**config.mk**
```make
export PLATFORM = sky130hd
export DESIGN_NAME = synth_write_arbiter_flat
export DESIGN_NICKNAME = d
export VERILOG_FILES = /design/src/rtl/synth_write_arbiter_if.sv /design/src/rtl/synth_write_arbiter.sv /design/src/flat_wrapper.sv
export SDC_FILE = /design/constraint.sdc
export NUM_CORES = 1
export LEC_CHECK = 0
export CORE_UTILIZATION = 40
export CTS_CLUSTER_SIZE = 14
export DETAILED_ROUTE_END_ITERATION = 6
export GPL_ROUTABILITY_DRIVEN = 0
export PLACE_DENSITY = 0.59
export REMOVE_ABC_BUFFERS = 1
export SYNTH_ARGS = -nofsm -noshare
export SYNTH_HDL_FRONTEND = slang
export SYNTH_SLANG_ARGS = --single-unit
```
**constraint.sdc**
```tcl
create_clock -name clk_50mhz -period 3.1 [get_ports clk_50mhz]
set_input_delay 0.62 -clock clk_50mhz [delete_from_list [all_inputs] [get_ports clk_50mhz]]
set_output_delay 0.62 -clock clk_50mhz [all_outputs]
set_load 0.05 [all_outputs]
```
**src/rtl/synth_write_arbiter_if.sv**
```systemverilog
// Bundle of the host (Avalon-MM), sequencer (valid/ready) and synth_avalon write-bus signals
// shared by synth_write_arbiter and whatever sits around it.
interface synth_write_arbiter_if;
    logic [5:0] host_address;
    logic [7:0] host_writedata;
    logic       host_write;
    logic       host_chipselect;
    logic       host_waitrequest;

    logic       seq_valid;
    logic       seq_ready;
    logic [5:0] seq_address;
    logic [7:0] seq_data;
    logic       seq_last;

    logic [5:0] avm_address;
    logic [7:0] avm_writedata;
    logic       avm_write;
    logic       avm_chipselect;

    logic [7:0] drop_count;
    logic       lock_abort;
    logic       busy;

    // Arbiter side
    modport slave (
        input  host_address, host_writedata, host_write, host_chipselect,
        output host_waitrequest,
        input  seq_valid, seq_address, seq_data, seq_last,
        output seq_ready,
        output avm_address, avm_writedata, avm_write, avm_chipselect,
        output drop_count, lock_abort, busy
    );

    // Requester / register-file side
    modport master (
        output host_address, host_writedata, host_write, host_chipselect,
        input  host_waitrequest,
        output seq_valid, seq_address, seq_data, seq_last,
        input  seq_ready,
        input  avm_address, avm_writedata, avm_write, avm_chipselect,
        input  drop_count, lock_abort, busy
    );
endinterface

```
**src/rtl/synth_write_arbiter.sv**
```systemverilog
// Round-robin arbiter sharing the synth register-file write port between the host CPU and the
// note sequencer; sequencer bursts hold an atomic lock that is aborted after an idle timeout.
module synth_write_arbiter #(
    parameter int unsigned FIFO_DEPTH   = 4,
    parameter int unsigned NUM_REGS     = 36,
    parameter int unsigned LOCK_TIMEOUT = 255
) (
    input  logic                 clk_50mhz,
    input  logic                 reset_n,
    synth_write_arbiter_if.slave bus
);
    localparam int unsigned AW = $clog2(FIFO_DEPTH);
    localparam logic [AW:0] PTR_ONE = 1;
    localparam logic [6:0]  NUM_REGS_W = 7'(NUM_REGS);
    localparam logic [7:0]  TIMEOUT_LAST = 8'(LOCK_TIMEOUT - 1);

    typedef struct packed {
        logic [5:0] addr;
        logic [7:0] data;
        logic       last;
    } entry_t;

    typedef enum logic {StRr, StSeqLock} state_e;

    entry_t      host_mem [FIFO_DEPTH];
    entry_t      seq_mem  [FIFO_DEPTH];
    logic [AW:0] host_wp_q, host_rp_q, seq_wp_q, seq_rp_q;

    logic host_empty, host_full, seq_empty, seq_full;
    logic host_push, seq_push;
    logic grant_host, grant_seq, pop, in_range;
    entry_t pop_entry;

    state_e     state_q;
    logic       rr_last_seq_q;
    logic [7:0] idle_cnt_q;
    logic [5:0] avm_address_q;
    logic [7:0] avm_writedata_q;
    logic       avm_write_q;
    logic [7:0] drop_count_q;
    logic       lock_abort_q;

    assign host_empty = (host_wp_q == host_rp_q);
    assign host_full  = (host_wp_q[AW] != host_rp_q[AW]) &&
                        (host_wp_q[AW-1:0] == host_rp_q[AW-1:0]);
    assign seq_empty  = (seq_wp_q == seq_rp_q);
    assign seq_full   = (seq_wp_q[AW] != seq_rp_q[AW]) &&
                        (seq_wp_q[AW-1:0] == seq_rp_q[AW-1:0]);

    // Full flags alone gate pushes; a same-cycle pop never frees a slot early.
    assign host_push = bus.host_write & bus.host_chipselect & ~host_full;
    assign seq_push  = bus.seq_valid & ~seq_full;

    always_comb begin
        grant_host = 1'b0;
        grant_seq  = 1'b0;
        unique case (state_q)
            StRr: begin
                if (!host_empty && (seq_empty || rr_last_seq_q)) grant_host = 1'b1;
                else if (!seq_empty)                             grant_seq  = 1'b1;
            end
            StSeqLock: grant_seq = ~seq_empty;
            default: ;
        endcase
    end

    always_comb begin
        pop_entry = seq_mem[seq_rp_q[AW-1:0]];
        if (grant_host) pop_entry = host_mem[host_rp_q[AW-1:0]];
    end

    assign pop      = grant_host | grant_seq;
    assign in_range = ({1'b0, pop_entry.addr} < NUM_REGS_W);

    always_ff @(posedge clk_50mhz) begin
        if (!reset_n) begin
            host_wp_q <= '0;
            host_rp_q <= '0;
            seq_wp_q  <= '0;
            seq_rp_q  <= '0;
        end else begin
            if (host_push) begin
                host_mem[host_wp_q[AW-1:0]] <= '{addr: bus.host_address,
                                                 data: bus.host_writedata, last: 1'b1};
                host_wp_q <= host_wp_q + PTR_ONE;
            end
            if (seq_push) begin
                seq_mem[seq_wp_q[AW-1:0]] <= '{addr: bus.seq_address,
                                               data: bus.seq_data, last: bus.seq_last};
                seq_wp_q <= seq_wp_q + PTR_ONE;
            end
            if (grant_host) host_rp_q <= host_rp_q + PTR_ONE;
            if (grant_seq)  seq_rp_q  <= seq_rp_q + PTR_ONE;
        end
    end

    always_ff @(posedge clk_50mhz) begin
        if (!reset_n) begin
            state_q         <= StRr;
            rr_last_seq_q   <= 1'b1;
            idle_cnt_q      <= '0;
            avm_address_q   <= '0;
            avm_writedata_q <= '0;
            avm_write_q     <= 1'b0;
            drop_count_q    <= '0;
            lock_abort_q    <= 1'b0;
        end else begin
            avm_write_q  <= 1'b0;
            lock_abort_q <= 1'b0;
            if (pop) begin
                rr_last_seq_q <= grant_seq;
                if (in_range) begin
                    avm_write_q     <= 1'b1;
                    avm_address_q   <= pop_entry.addr;
                    avm_writedata_q <= pop_entry.data;
                end else if (drop_count_q != 8'hff) begin
                    drop_count_q <= drop_count_q + 8'd1;
                end
            end
            unique case (state_q)
                StRr: begin
                    if (grant_seq && !pop_entry.last) begin
                        state_q    <= StSeqLock;
                        idle_cnt_q <= '0;
                    end
                end
                StSeqLock: begin
                    // Dropped entries still count as pops for lock purposes.
                    if (grant_seq) begin
                        idle_cnt_q <= '0;
                        if (pop_entry.last) state_q <= StRr;
                    end else if (idle_cnt_q == TIMEOUT_LAST) begin
                        state_q      <= StRr;
                        lock_abort_q <= 1'b1;
                        idle_cnt_q   <= '0;
                    end else begin
                        idle_cnt_q <= idle_cnt_q + 8'd1;
                    end
                end
                default: state_q <= StRr;
            endcase
        end
    end

    assign bus.host_waitrequest = host_full;
    assign bus.seq_ready        = ~seq_full;
    assign bus.avm_address      = avm_address_q;
    assign bus.avm_writedata    = avm_writedata_q;
    assign bus.avm_write        = avm_write_q;
    assign bus.avm_chipselect   = avm_write_q;
    assign bus.drop_count       = drop_count_q;
    assign bus.lock_abort       = lock_abort_q;
    assign bus.busy             = ~host_empty | ~seq_empty | (state_q == StSeqLock);
endmodule

```
**src/flat_wrapper.sv**
```systemverilog
// flat-port wrapper written by rule: the top's interface ports become plain ports
module synth_write_arbiter_flat 
#(
    parameter int unsigned FIFO_DEPTH   = 4,
    parameter int unsigned NUM_REGS     = 36,
    parameter int unsigned LOCK_TIMEOUT = 255
)
  (clk_50mhz, reset_n, bus_host_address, bus_host_writedata, bus_host_write, bus_host_chipselect, bus_host_waitrequest, bus_seq_valid, bus_seq_address, bus_seq_data, bus_seq_last, bus_seq_ready, bus_avm_address, bus_avm_writedata, bus_avm_write, bus_avm_chipselect, bus_drop_count, bus_lock_abort, bus_busy);
  synth_write_arbiter_if bus_i ();
  input  logic clk_50mhz;
  input  logic reset_n;
  input wire logic [$bits(bus_i.host_address)-1:0] bus_host_address;
  input wire logic [$bits(bus_i.host_writedata)-1:0] bus_host_writedata;
  input wire logic [$bits(bus_i.host_write)-1:0] bus_host_write;
  input wire logic [$bits(bus_i.host_chipselect)-1:0] bus_host_chipselect;
  output wire logic [$bits(bus_i.host_waitrequest)-1:0] bus_host_waitrequest;
  input wire logic [$bits(bus_i.seq_valid)-1:0] bus_seq_valid;
  input wire logic [$bits(bus_i.seq_address)-1:0] bus_seq_address;
  input wire logic [$bits(bus_i.seq_data)-1:0] bus_seq_data;
  input wire logic [$bits(bus_i.seq_last)-1:0] bus_seq_last;
  output wire logic [$bits(bus_i.seq_ready)-1:0] bus_seq_ready;
  output wire logic [$bits(bus_i.avm_address)-1:0] bus_avm_address;
  output wire logic [$bits(bus_i.avm_writedata)-1:0] bus_avm_writedata;
  output wire logic [$bits(bus_i.avm_write)-1:0] bus_avm_write;
  output wire logic [$bits(bus_i.avm_chipselect)-1:0] bus_avm_chipselect;
  output wire logic [$bits(bus_i.drop_count)-1:0] bus_drop_count;
  output wire logic [$bits(bus_i.lock_abort)-1:0] bus_lock_abort;
  output wire logic [$bits(bus_i.busy)-1:0] bus_busy;
  assign bus_i.host_address = bus_host_address;
  assign bus_i.host_writedata = bus_host_writedata;
  assign bus_i.host_write = bus_host_write;
  assign bus_i.host_chipselect = bus_host_chipselect;
  assign bus_host_waitrequest = bus_i.host_waitrequest;
  assign bus_i.seq_valid = bus_seq_valid;
  assign bus_i.seq_address = bus_seq_address;
  assign bus_i.seq_data = bus_seq_data;
  assign bus_i.seq_last = bus_seq_last;
  assign bus_seq_ready = bus_i.seq_ready;
  assign bus_avm_address = bus_i.avm_address;
  assign bus_avm_writedata = bus_i.avm_writedata;
  assign bus_avm_write = bus_i.avm_write;
  assign bus_avm_chipselect = bus_i.avm_chipselect;
  assign bus_drop_count = bus_i.drop_count;
  assign bus_lock_abort = bus_i.lock_abort;
  assign bus_busy = bus_i.busy;
  synth_write_arbiter #(.FIFO_DEPTH(FIFO_DEPTH), .NUM_REGS(NUM_REGS), .LOCK_TIMEOUT(LOCK_TIMEOUT)) u_core (.clk_50mhz(clk_50mhz), .reset_n(reset_n), .bus(bus_i));
endmodule
```
==> impl_metrics.py <==
metrics = {
    "timing": {
        "setup_tns_ns": 0,
        "final_max_slew_viol_count": 0,
        "finalHoldViolCount": 0,
        "finalSetupViolations": 0,
        "rsz0062_at_grt": "false",
        "fin_crit_sh": 0.9270,
        "slew_headroom": 0.2630,
        "clock-skew-final_ns": 0.009805,
        "clock.fmax_mhz": 348.0,
        "finalCriticalPeriod_ns": 2.874,
        "worst_slew_pin_slew_ns": 1.105,
    },
    "clock_tree": {
        "h-tree-depth": 4,
        "cts_tree": "built",
        "cts_resized": 0,
        "hold_buffers": 0,
        "root_buffer": "clkbuf_16",
        "clk_pin_slew_ns": 0.07,
        "postCtsSetupBuffers": 0,
        "cts.path.max_buffers": 2,
        "worstSkewPairLatency_ns": 0.42,
        "cts_sinks": 166,
        "numCtsBuffers": 17,
    },
    "final_layout": {
        "drive_gt1_frac": 0.1811,
        "ff_latch_area_mm2": 0.004484,
        "area_growth_pct": 23.08,
        "fin_util": 0.5107,
        "fill_cells": 1355,
        "final_common_cell": "edfxtp_1",
        "nNetsFinal": 553,
        "diodes": 0,
        "layout.cells.most_common_list": "edfxtp_1, clkdlybuf4s50_1, dfxtp_1",
        "multiInputGateArea_mm2": 0.002044,
    },
    "route": {
        "drc": 0,
        "first_iter_violations": 158,
        "wl_per_cell_um": 17.64,
        "vias": 3775,
        "first_pass_iters": 4,
        "final_antenna_net_count": 0,
        "vias_per_cell": 5.136,
        "totalWireLength_um": 12960,
    },
    "floorplanning": {
        "die_w_um": 131.1,
        "die_h_um": 131.1,
        "start_util": 0.4149,
        "io_pins": 62,
        "core_mm2": 0.01606,
        "rows": 46,
        "dieArea_mm2": 0.01718,
    },
    "setup_path": {
        "crit_chain": "xor2_1 > nor3_1 > nand4bb_1 > clkdlybuf4s50_1",
        "cp_slowest_stage_delay_ns": 0.81,
        "setup.worst_path.start_class": "register",
        "worstSetupPathType": "reg -> out",
        "critPathSlowestCell": "clkdlybuf4s50_1",
        "critPathRequiredTime_ns": 2.48,
        "timing.critical_path.to_type": "primary output",
        "cp_max_fo": 5,
        "crit_arrival_ns": 2.25,
        "r2r_start": "u_core.host_wp_q[0]",
        "reg2reg_depth": 6,
        "r2r_end": "u_core.bus.avm_address[2]",
        "r2r_setup_slack_ns": 0.37,
    },
    "yosys": {
        "synth-main-ff-cell": "edfxtp_1",
        "yosysUniqueCellTypes": 43,
        "async_flop_share": 0,
        "postSynthCellCount": 426,
        "ys_seq_area_frac": 0.6731,
        "syn_area_per_cell_um2": 15.64,
        "ys_seq_elements": 166,
        "yosysWarnings": 0,
        "yosysTopAreaCellShare": 0.5228,
        "syn_area_mm2": 0.006663,
        "yosysTopAreaCell": "edfxtp_1",
        "yosys-top-cells-area": "edfxtp_1, dfxtp_1, mux4_2",
        "synth_edf_count": 116,
    },
    "outcome": {
        "status": "complete, no violations",
    },
    "placed_design": {
        "dpl.hpwl_um": 8897,
        "port_buffers": 61,
    },
    "min_path": {
        "min_from": "u_core.idle_cnt_q[7]",
        "hold_depth": 1,
        "hold_class": "reg -> reg",
        "hold_path_end": "u_core.idle_cnt_q[7]",
    },
    "power": {
        "power_frac_clock": 0.299,
        "seq_power_share": 0.387,
        "p_int_uw": 4657,
        "p_per_area_mw_per_mm2": 861.7,
        "p_comb_frac": 0.314,
        "p_sw_uw": 2410,
        "p_leak_uw": 0.002796,
        "switching_share": 0.3410,
        "ir_drop_uv": 559.3,
    },
    "global_route": {
        "grt_use_total": 0.1674,
        "grt_pass1_wl_um": 20750,
        "grt_overflow": 0,
        "antenna_found_initial": 0,
        "grt_max_degree": 22,
        "grt_pass1_vias": 3851,
    },
    "flow_run": {
        "maxCapViolCount": 0,
    },
}
## sequential cells by signal (all words and copies together), names as in the netlist, 3 cells and up, named ones only
name / flops
u_core.idle_cnt_q: 8
u_core.seq_mem: 60
u_core.bus.drop_count: 8
u_core.seq_wp_q: 3
u_core.host_rp_q: 3
u_core.host_mem: 56
u_core.bus.avm_address: 6
u_core.host_wp_q: 3
u_core.seq_rp_q: 3
u_core.bus.avm_writedata: 8
## worst max-delay path: cells and delay by family, from the launching register on
kind | cells | cell delay (ns)
DFF | 1 | 0.44
buffers and inverters | 1 | 0.81
and+or+nand+nor | 2 | 0.27
xor gates and xnor gates | 1 | 0.31
## metrics by stage
stage               instance area, um2  total power [uW]  setup slack [ns]  hold slack (ns)  cells
global route                      8200              7403            0.1124           0.4968    735
floorplan                         6555              4267            0.2337           0.4304    406
CTS                               8200              7145            0.1773           0.4745    735
detailed placement                7599              5018            0.3398           0.4583    703
global placement                  7599              4985            0.3859           0.4557    703
finish                            8200              7066            0.2262           0.4823    735
## cells by family after synthesis
kind of cell,after synthesis,synth area share
xor+xnor,17,0.02235
flops,166,0.6731
buf+inv,27,0.02009
compound gates,56,0.06047
simple gates,100,0.07455
fa+ha+maj,13,0.02441
mux,47,0.1251
## metal layers
| layer | vias to the layer above | GRT usage | part of all wire |
|---|---|---|---|
| met5 | - | 0 | 0 |
| met4 | 0 | 0.05612 | 0.012 |
| met3 | 14 | 0.04627 | 0.042 |
| met2 | 85 | 0.2717 | 0.49 |
| met1 | 1870 | 0.2174 | 0.46 |
| li1 | 1806 | - | - |
## how the worst max path moves through the flow
| stage | to | start |
|---|---|---|
| final | bus_busy | u_core.seq_wp_q[0] |
| after global placement | u_core.bus.avm_address[2] | u_core.host_wp_q[0] |
| after CTS | bus_busy | u_core.seq_wp_q[0] |
| after global routing | bus_busy | u_core.seq_wp_q[0] |
| after floorplan | u_core.bus.avm_address[0] | register |
| after detailed placement | u_core.bus.avm_address[2] | u_core.host_wp_q[0] |
## synthesized netlist by cell type, types with 4 or more instances
cell and n:
inv_1 7, or4_1 4, and3_1 10, mux2i_1 18
o21ai_0 9, clkbuf_1 11, and2_1 5, mux4_2 29
a31oi_1 5, a21oi_1 13, ha_1 13, xnor2_1 10
xor2_1 7, edfxtp_1 116, nor2_1 41, a211oi_2 7
nand3_1 9, buf_4 4, nand2_1 13, nor3_1 6
dfxtp_1 50, o31ai_1 5, a211oi_1 6
## final cells by class
class / count / area share
multi-input cells: 233 / 0.2493
inverters: 7 / 0.003204
clock inverters: 15 / 0.02151
clock buffers: 17 / 0.05188
repair buffers: 81 / 0.09429
well taps: 216 / 0.03296
flip-flops and latches: 166 / 0.5468
## power groups by stage
stage | Sequential (uW) | Clock, uW | Combinational (uW)
after global placement | 2780 | 0 | 2210
after floorplan | 3050 | 0 | 1220
final | 2730 | 2120 | 2220
after global routing | 2760 | 2250 | 2390
after CTS | 2740 | 2160 | 2240
after detailed placement | 2780 | 0 | 2240
No activity file was read; power rests on OpenSTA's default activity.
